### src/rtl/stopwatch_core_param.sv
// Parametrised MM:SS stopwatch core with RUN/HOLD/ADJ control and 4-digit multiplexed display.
// Optional build macro LEADING_ZERO_BLANK_EN blanks the minute-tens digit while it is zero.
module stopwatch_core_param #(
  parameter int TICK_CYC = 100000000,
  parameter int ADJ_CYC  = 50000000,
  parameter int SCAN_CYC = 100000,
  parameter int MAX_MIN  = 59
) (
  input  logic        clk,
  input  logic        reset,
  input  logic        pause,
  input  logic [1:0]  sw,
  output logic [6:0]  seg,
  output logic [3:0]  digit,
  output logic [15:0] time_bcd,
  output logic        wrap
);

  localparam int TICK_W = $clog2(TICK_CYC);
  localparam int ADJ_W  = $clog2(ADJ_CYC);
  localparam int SCAN_W = $clog2(SCAN_CYC);

  localparam logic [TICK_W-1:0] TICK_LAST = TICK_W'(TICK_CYC - 1);
  localparam logic [ADJ_W-1:0]  ADJ_LAST  = ADJ_W'(ADJ_CYC - 1);
  localparam logic [SCAN_W-1:0] SCAN_LAST = SCAN_W'(SCAN_CYC - 1);

  localparam logic [7:0] MIN_LAST = {4'(MAX_MIN / 10), 4'(MAX_MIN % 10)};

  typedef enum logic [1:0] {
    RUN  = 2'd0,
    HOLD = 2'd1,
    ADJ  = 2'd2
  } state_t;

  state_t state;
  state_t state_next;

  logic [TICK_W-1:0] tick_cnt;
  logic [ADJ_W-1:0]  adj_cnt;
  logic [SCAN_W-1:0] scan_cnt;
  logic              tick;
  logic              adj_pulse;
  logic              scan_pulse;
  logic              blink;
  logic [1:0]        scan_idx;

  logic [15:0] time_next;
  logic        wrap_next;
  logic [3:0]  shown_val;
  logic        shown_blank;
  logic [6:0]  seg_next;
  logic [3:0]  digit_next;

  function automatic logic [6:0] decode(input logic [3:0] val);
    case (val)
      4'd0:    decode = 7'h40;
      4'd1:    decode = 7'h79;
      4'd2:    decode = 7'h24;
      4'd3:    decode = 7'h30;
      4'd4:    decode = 7'h19;
      4'd5:    decode = 7'h12;
      4'd6:    decode = 7'h02;
      4'd7:    decode = 7'h78;
      4'd8:    decode = 7'h00;
      4'd9:    decode = 7'h10;
      default: decode = 7'h7F;
    endcase
  endfunction

  function automatic logic [7:0] sec_inc(input logic [7:0] s);
    if (s == 8'h59)
      sec_inc = 8'h00;
    else if (s[3:0] == 4'd9)
      sec_inc = {s[7:4] + 4'd1, 4'd0};
    else
      sec_inc = {s[7:4], s[3:0] + 4'd1};
  endfunction

  function automatic logic [7:0] min_inc(input logic [7:0] m);
    if (m == MIN_LAST)
      min_inc = 8'h00;
    else if (m[3:0] == 4'd9)
      min_inc = {m[7:4] + 4'd1, 4'd0};
    else
      min_inc = {m[7:4], m[3:0] + 4'd1};
  endfunction

  // Adjust mode takes priority over a simultaneous pause pulse; pause is ignored inside ADJ.
  always_comb begin
    // NOTE: every combinational output gets a default first so no path can infer a latch.
    state_next = state;
    case (state)
      RUN:     if (sw[0]) state_next = ADJ;
               else if (pause) state_next = HOLD;
      HOLD:    if (sw[0]) state_next = ADJ;
               else if (pause) state_next = RUN;
      ADJ:     if (!sw[0]) state_next = HOLD;
      default: state_next = RUN;
    endcase
  end

  always_ff @(posedge clk or posedge reset) begin
    // NOTE: registers use non-blocking assignments so every flop samples pre-edge values.
    if (reset) state <= RUN;
    else       state <= state_next;
  end

  assign tick       = (state == RUN) && (tick_cnt == TICK_LAST);
  assign adj_pulse  = (state == ADJ) && (adj_cnt == ADJ_LAST);
  assign scan_pulse = (scan_cnt == SCAN_LAST);

  // Dividers sit at zero outside their active state, so resume/entry restarts a full period.
  always_ff @(posedge clk or posedge reset) begin
    if (reset) begin
      tick_cnt <= '0;
      adj_cnt  <= '0;
      scan_cnt <= '0;
      scan_idx <= 2'd0;
      blink    <= 1'b0;
    end else begin
      if (state != RUN || tick) tick_cnt <= '0;
      else                      tick_cnt <= tick_cnt + TICK_W'(1);

      if (state != ADJ || adj_pulse) adj_cnt <= '0;
      else                           adj_cnt <= adj_cnt + ADJ_W'(1);

      if (scan_pulse) begin
        scan_cnt <= '0;
        scan_idx <= scan_idx + 2'd1;
      end else begin
        scan_cnt <= scan_cnt + SCAN_W'(1);
      end

      if (state != ADJ) blink <= 1'b0;
      else if (adj_pulse) blink <= ~blink;
    end
  end

  // Counting carries seconds into minutes; adjusting bumps one field without carry.
  always_comb begin
    time_next = time_bcd;
    wrap_next = 1'b0;
    if (tick) begin
      if (time_bcd[7:0] == 8'h59) begin
        time_next[7:0]  = 8'h00;
        time_next[15:8] = min_inc(time_bcd[15:8]);
        wrap_next       = (time_bcd[15:8] == MIN_LAST);
      end else begin
        time_next[7:0] = sec_inc(time_bcd[7:0]);
      end
    end else if (adj_pulse) begin
      if (sw[1]) time_next[15:8] = min_inc(time_bcd[15:8]);
      else       time_next[7:0]  = sec_inc(time_bcd[7:0]);
    end
  end

  always_ff @(posedge clk or posedge reset) begin
    if (reset) begin
      time_bcd <= 16'h0000;
      wrap     <= 1'b0;
    end else begin
      time_bcd <= time_next;
      wrap     <= wrap_next;
    end
  end

  // Slot 0/1 carry seconds, 2/3 carry minutes; blink blanks the field being adjusted.
  always_comb begin
    shown_val   = time_bcd[3:0];
    shown_blank = 1'b0;
    case (scan_idx)
      2'd0:    shown_val = time_bcd[3:0];
      2'd1:    shown_val = time_bcd[7:4];
      2'd2:    shown_val = time_bcd[11:8];
      default: shown_val = time_bcd[15:12];
    endcase
    if (state == ADJ && blink && (sw[1] == scan_idx[1]))
      shown_blank = 1'b1;
`ifdef LEADING_ZERO_BLANK_EN
    if (scan_idx == 2'd3 && time_bcd[15:12] == 4'd0)
      shown_blank = 1'b1;
`endif
    seg_next   = shown_blank ? 7'h7F : decode(shown_val);
    digit_next = ~(4'b0001 << scan_idx);
  end

  always_ff @(posedge clk or posedge reset) begin
    if (reset) begin
      seg   <= 7'h7F;
      digit <= 4'b1111;
    end else begin
      seg   <= seg_next;
      digit <= digit_next;
    end
  end

endmodule

### config.mk
export PLATFORM = sky130hd
export DESIGN_NAME = stopwatch_core_param
export DESIGN_NICKNAME = d
export VERILOG_FILES = /design/src/rtl/stopwatch_core_param.sv
export SDC_FILE = /design/constraint.sdc
export NUM_CORES = 1
export LEC_CHECK = 0
export BUFFER_PORTS_ARGS = -buffer_cell sky130_fd_sc_hd__buf_2
export CORE_ASPECT_RATIO = 2
export CORE_MARGIN = 4
export CORE_UTILIZATION = 65
export CTS_CLUSTER_DIAMETER = 120
export DETAILED_ROUTE_END_ITERATION = 10
export PLACE_DENSITY = 0.85
export SLEW_MARGIN = 5
export SYNTH_ARGS = -nofsm -noshare
export SYNTH_HDL_FRONTEND = slang
export SYNTH_SLANG_ARGS = --single-unit
### constraint.sdc
create_clock -name clk -period 4.9 [get_ports clk]
set_input_delay 0.49 -clock clk [delete_from_list [all_inputs] [get_ports clk]]
set_output_delay 0.49 -clock clk [all_outputs]
set_load 0.05 [all_outputs]
==> results of run 1 <==
==> report_power, final <==
group          internal, mW  switching, mW
combinational        0.0104         0.0416
clock                 0.462          0.307
sequential            0.857        0.00817
==> worst paths after layout <==
path / startpoint / slack [ns] / cells after the start / endpoint
min in group clk: sw[0] / 0.30 / 2 / state[0]$_DFFE_PP0P_
min reg2reg: adj_cnt[0]$_DFF_PP0_ / 0.48 / 1 / adj_cnt[0]$_DFF_PP0_
max reg2reg: adj_cnt[0]$_DFF_PP0_ / 2.27 / 7 / time_bcd[13]$_DFFE_PP0P_
max in group asynchronous: reset / 3.57 / 3 / tick_cnt[7]$_DFF_PP0_
min: reset / 0.19 / 2 / adj_cnt[8]$_DFF_PP0_
max: adj_cnt[0]$_DFF_PP0_ / 2.27 / 7 / time_bcd[13]$_DFFE_PP0P_
==> registers in the layout (all words and copies together), names as in the netlist, 2 cells and up <==
name      flops
adj_cnt      26
digit         4
scan_cnt     17
scan_idx      2
seg           7
state         2
tick_cnt     27
time_bcd     16
==> cell usage after synthesis, types with 2 or more instances <==
cell,number,area share
nor3_1,14,0.014
clkbuf_1,8,0.0059
a21o_1,3,0.0044
dfrtp_1,92,0.45
dfstp_2,11,0.056
nor3b_1,2,0.0029
and3_1,11,0.013
a21oi_1,9,0.0088
nor2_1,88,0.065
o21ai_0,19,0.019
mux2i_1,2,0.0039
nand4_1,12,0.015
a222oi_1,4,0.0078
xnor2_1,35,0.060
or3_1,6,0.0073
or2_2,3,0.0037
and4_1,5,0.0086
ha_1,19,0.046
mux2_2,7,0.015
nand3_1,25,0.024
nand2_1,52,0.038
xor2_1,31,0.053
or4_1,5,0.0073
nand2b_1,3,0.0037
and2_1,2,0.0024
inv_1,23,0.017
nor2b_1,7,0.0086
nor4_1,7,0.0086
o32a_1,2,0.0039
==> final cells by class <==
cell class | instances | area, µm² | area share
inverter | 23 | 88.8 | 0.0156
clock inverter | 5 | 81.3 | 0.0143
timing repair buffer | 35 | 183 | 0.0321
multi-input combinational | 385 | 2390 | 0.420
sequential | 103 | 2590 | 0.455
clock buffer | 11 | 243 | 0.0426
tap | 94 | 118 | 0.0206
==> stage by stage <==
stage | total power [mW] | hold slack (ns) | utilization | std cells
2_1_floorplan | 0.918 | 0.455 | - | 521
3_3_place_gp | 0.932 | 0.465 | 0.702 | 640
3_5_place_dp | 0.934 | 0.478 | 0.702 | 640
4_1_cts | 1.70 | 0.207 | 0.744 | 656
5_1_grt | 1.74 | 0.240 | 0.744 | 656
6_report | 1.69 | 0.190 | 0.744 | 656
==> worst reg2reg max path: cells and delay by family (launching register included) <==
family,cells,cell delay (ns)
AO/OA/AOI/OAI,1,0.36
AND/OR/NAND/NOR,4,1.28
flip-flops,1,0.38
adder cells (fa/ha/maj),1,0.22
multiplexers,1,0.29
==> placed cells by master (no fill, tap or decap), types with 2 or more instances in the layout <==
cell type and count:
a21o_1 3, a21oi_1 9, a222oi_1 4, and2_1 2
and3_1 11, and4_1 5, buf_2 32, buf_4 3
bufinv_16 2, clkbuf_16 9, dfrtp_1 92, dfstp_2 11
ha_1 19, inv_1 22, mux2_2 7, mux2i_1 2
nand2_1 52, nand2b_1 3, nand3_1 25, nand4_1 12
nor2_1 88, nor2b_1 7, nor3_1 14, nor3b_1 2
nor4_1 7, o21ai_0 19, o32a_1 2, or2_2 3
or3_1 6, or4_1 5, xnor2_1 35, xor2_1 31
==> cell families after synthesis <==
kind of cell | share of synthesized area
compound gates | 0.0565
buf+inv | 0.0259
xor+xnor | 0.113
flops | 0.506
fa+ha+maj | 0.0465
simple gates | 0.232
mux | 0.0193
==> routing by layer <==
metal	global-route usage	wire [µm]
met1	0.283	3950
met3	0.0461	332
met5	0	0
met4	0.121	350
met2	0.419	5900
==> flow_summary.toml, run 1 <==
[run_status]
outcome = "completed"

[floorplanning]
die_y_um = 133
start_util = 0.668
die_area_um2 = 9440
ios = 33
row_count = 45
coreArea_um2 = 7660
fp.dieW_um = 70.7

[sta]
slew_headroom = 0.433
clock.fmax_mhz = 380
clock_skew_ns = 0.00657
hold_violations = 0
setup_viol = 0
rsz0062_at_grt = "false"
tightest_slew_ns = 0.848
final_max_slew_viol_count = 0
setup_ws_ns = 2.27
tns_ns = 0
layout_min_cycle_time_ns = 2.63
finalCritPeriodShare = 0.537

[cts]
post-cts-setup-buffer-count = 0
path_clk_slew_ns = 0.07
cts_tree = "built"
numCtsBuffers = 9
cts_hold_buffers = 0
clockRootBuffer = "clkbuf_16"
ctsHtreeMaxLevel = 3
worstSkewPairLatency_ns = 0.35
post_cts_resized = 0
clock_sinks = 103
clockBufferDepth = 2

[run]
maxCapViolCount = 0

[synth]
synth-edff-count = 0
syn_inst = 521
yosysSeqAreaShare = 0.506
synth_nets = 545
syn-cell-area_um2 = 5120
synth-seq-cells = 103
async_flop_share = 1.00
ys_types = 43
synth_area_per_cell_um2 = 9.82
synth_ff_type = "dfrtp_1"
synth.yosys.warnings = 0

[setup_path]
cp_top_family = "simple AND/OR/NAND/NOR gates"
worstPathArrival_ns = 2.87
cp_slowest_stage_delay_ns = 0.66
worst-path-buf-inv = 0
worstPathRequired_ns = 5.13
cp_slowest_cell = "or4_1"
cp_cell_sequence = "ha_1 > and4_1 > nand3_1 > or4_1 > o32a_1 > nand2b_1 > mux2_2"
crit_path_start_kind = "register"
crit_path_max_fanout = 11
worstSetupEndpointType = "register"
critical_path_class = "register to register"

[placement]
globalplace.congestion = 0.825
placed_cell_area_um2 = 5370
numPortBuffers = 32
dpl_worst_slack_ns = 2.31
hpwl_mm = 7.29

[layout]
antenna_cells = 0
syn2layout_area_growth_pct = 11.3
postLayoutCellArea_um2 = 5700
final_nets = 581
fillers = 549
drive_above_1_share = 0.133

[global_routing]
antenna_found_initial = 0
grt_pass1_wl_mm = 18.5
overflow = 0
track_usage = 0.243
grt_max_degree = 61
grt_pass1_vias = 4125

[route]
wl_mm = 10.5
vias = 3878
drc = 0
drtAntennaViolNets = 0
dr.pass1.iters = 5
drt_iter0_drc = 329
drt-wirelength-per-cell_um = 16.1
viasPerCell = 5.91

[hold_path]
hold_class = "input port to async pin"

[pwr]
ir_drop_uv = 290
p_leak_nw = 2.52
power_density_nw_per_um2 = 296
Power figures use the tool's default switching activity.
==> inputs of run 2 (changes only) <==
- CORE_UTILIZATION: 65 -> 61
- PLACE_DENSITY: 0.85 -> 0.8
- clock period: 4.9 -> 2.65 ns (I/O delays scaled with it)
==> run 2 against run 1 <==
Against the previous run:
- routed wire length fell by 2.0%
- via count fell by 0.54%
- cell count rose by 1.5%
- register-to-register slack got worse by 2.1 ns
- first-iteration DRC count fell by 35%
- flip-flop and latch count did not move
- hold slack got worse by 0.11 ns
- global-route usage fell by 1.4 points
- critical path type unchanged
- critical endpoint is now time_bcd[11]$_DFFE_PP0P_
- largest power group unchanged
==> flow_summary.toml, run 2 (same netlist as run 1, synthesis figures left out) <==
[run_status]
outcome = "completed"

[setup_path]
crit_path_max_fanout = 8
reg2reg_depth = 8
cp-endpoint = "time_bcd[11]$_DFFE_PP0P_"
crit_start = "adj_cnt[0]$_DFF_PP0_"
worstPathRequired_ns = 2.87
worst-path-buf-inv = 1
critical_path_class = "register to register"
reg2reg_slack_ns = 0.13
r2r-end = "time_bcd[11]$_DFFE_PP0P_"
r2r-start = "adj_cnt[0]$_DFF_PP0_"
cp_slowest_stage_delay_ns = 0.64
worstPathArrival_ns = 2.74
cp_num_cells = 8
cp_top_family = "simple AND/OR/NAND/NOR gates"
cp_slowest_cell = "or4_1"
cp_cell_sequence = "ha_1 > and4_1 > nand3_1 > or4_1 > o32a_1 > buf_4 > o21ai_0 > o31ai_1"
crit_path_start_kind = "register"
worstSetupEndpointType = "register"

[global_routing]
grt_pass1_wl_mm = 18.0
grt_max_degree = 86
overflow = 0
grt_pass1_vias = 4090
antenna_found_initial = 0
track_usage = 0.229

[layout]
seqCellArea_um2 = 2590
final_cell_mix = "dfrtp_1, nor2_1, nand2_1"
mostFrequentLayoutCell = "dfrtp_1"
top_register = "tick_cnt"
drive_above_1_share = 0.146
syn2layout_area_growth_pct = 13.6
multiInputGateArea_um2 = 2410
fillers = 598
largestRegisters = "tick_cnt (27), adj_cnt (26), scan_cnt (17)"
largest_reg_flops = 27
final_nets = 587
antenna_cells = 0

[pwr]
power.internal_mw = 2.59
p_leak_nw = 2.57
power_frac_seq = 0.493
power.total_mw = 3.24
power_density_nw_per_um2 = 558
ir_drop_uv = 435
p_comb_frac = 0.032
p_sw_mw = 0.655
p_sw_frac = 0.202
clkPwrFrac = 0.474

[cts]
numCtsBuffers = 9
worstSkewPairLatency_ns = 0.34
path_clk_slew_ns = 0.07
clockRootBuffer = "clkbuf_16"
post-cts-setup-buffer-count = 0
ctsHtreeMaxLevel = 3
clock_sinks = 103
clockBufferDepth = 2
cts_tree = "built"

[sta]
clock_skew_ns = 0.00518
hold_violations = 0
tightest_slew_ns = 0.626
finalCritPeriodShare = 0.950
rsz0062_at_grt = "false"
layout_min_cycle_time_ns = 2.52
setup_viol = 0
tns_ns = 0
clock.fmax_mhz = 397
final_max_slew_viol_count = 0
slew_headroom = 0.578

[placement]
globalplace.congestion = 0.800
numPortBuffers = 32
hpwl_mm = 7.43

[route]
highest_layer = "met4"
route.met2.wl_mm = 5.86
vias = 3857
drt-wirelength-per-cell_um = 15.5
wl_met1_mm = 3.79
dr.pass1.iters = 4
viasPerCell = 5.79
wl_mm = 10.3
drc = 0
wl_met3_um = 232
drtAntennaViolNets = 0
drt_iter0_drc = 213

[floorplanning]
row_count = 47
die_area_um2 = 10000
start_util = 0.621
fp.dieW_um = 72.8
die_y_um = 138
coreArea_um2 = 8230
ios = 33

[hold_path]
whs_path_depth = 2
hold_class = "input port to register"

[run]
maxCapViolCount = 0
## run 2: cell count changes in the layout (fill, tap and decap cells not counted), sizes merged
cell | previous run | this run
buf | 35 | 40
inv | 23 | 22
dlygate4sd3 | 0 | 1
bufinv | 2 | 3
## run 2: power groups by stage
stage / sequential, mW / clock [mW] / combinational, mW
after floorplan: 1.63 / 0 / 0.0720
after global placement: 1.63 / 0 / 0.103
after detailed placement: 1.63 / 0 / 0.105
after CTS: 1.60 / 1.57 / 0.107
after global routing: 1.60 / 1.62 / 0.121
final: 1.60 / 1.54 / 0.105
## run 2: area by class of cell
cell class	count	share of cell area
sequential	103	0.446
multi-input combinational	385	0.415
clock buffer	11	0.0435
tap	98	0.0211
timing repair buffer	41	0.0417
clock inverter	5	0.0179
inverter	23	0.0155
## run 2: worst min-delay path by stage
stage                                         to   from
final                       state[0]$_DFFE_PP0P_  sw[0]
after global routing        state[0]$_DFFE_PP0P_  sw[0]
after CTS                   state[0]$_DFFE_PP0P_  sw[0]
after detailed placement  scan_cnt[13]$_DFF_PP0_  reset
after global placement    scan_cnt[13]$_DFF_PP0_  reset
after floorplan             state[0]$_DFFE_PP0P_  sw[0]
## run 2: through the flow
step	util	instances	hold WS (ns)	setup slack (ns)	instance area, µm²
after floorplan	-	521	0.331	0.147	5120
after global placement	0.660	649	0.281	0.219	5440
after detailed placement	0.660	649	0.293	0.0709	5440
after CTS	0.705	666	0.0749	0.0629	5800
after global routing	0.706	666	0.0865	0.0262	5810
final	0.706	666	0.0835	0.132	5810
## run 2: repair_timing
item,CTS,global route
setup endpoints to repair,0,3
endpoints found under the hold margin,18,0
gates resized for setup,0,2
hold buffers,1,0
## run 2: metal layers
metal / vias up / global-route usage
li1: 1846 / -
met1: 1903 / 0.237
met2: 73 / 0.419
met3: 35 / 0.0416
met4: 0 / 0.132
met5: - / 0
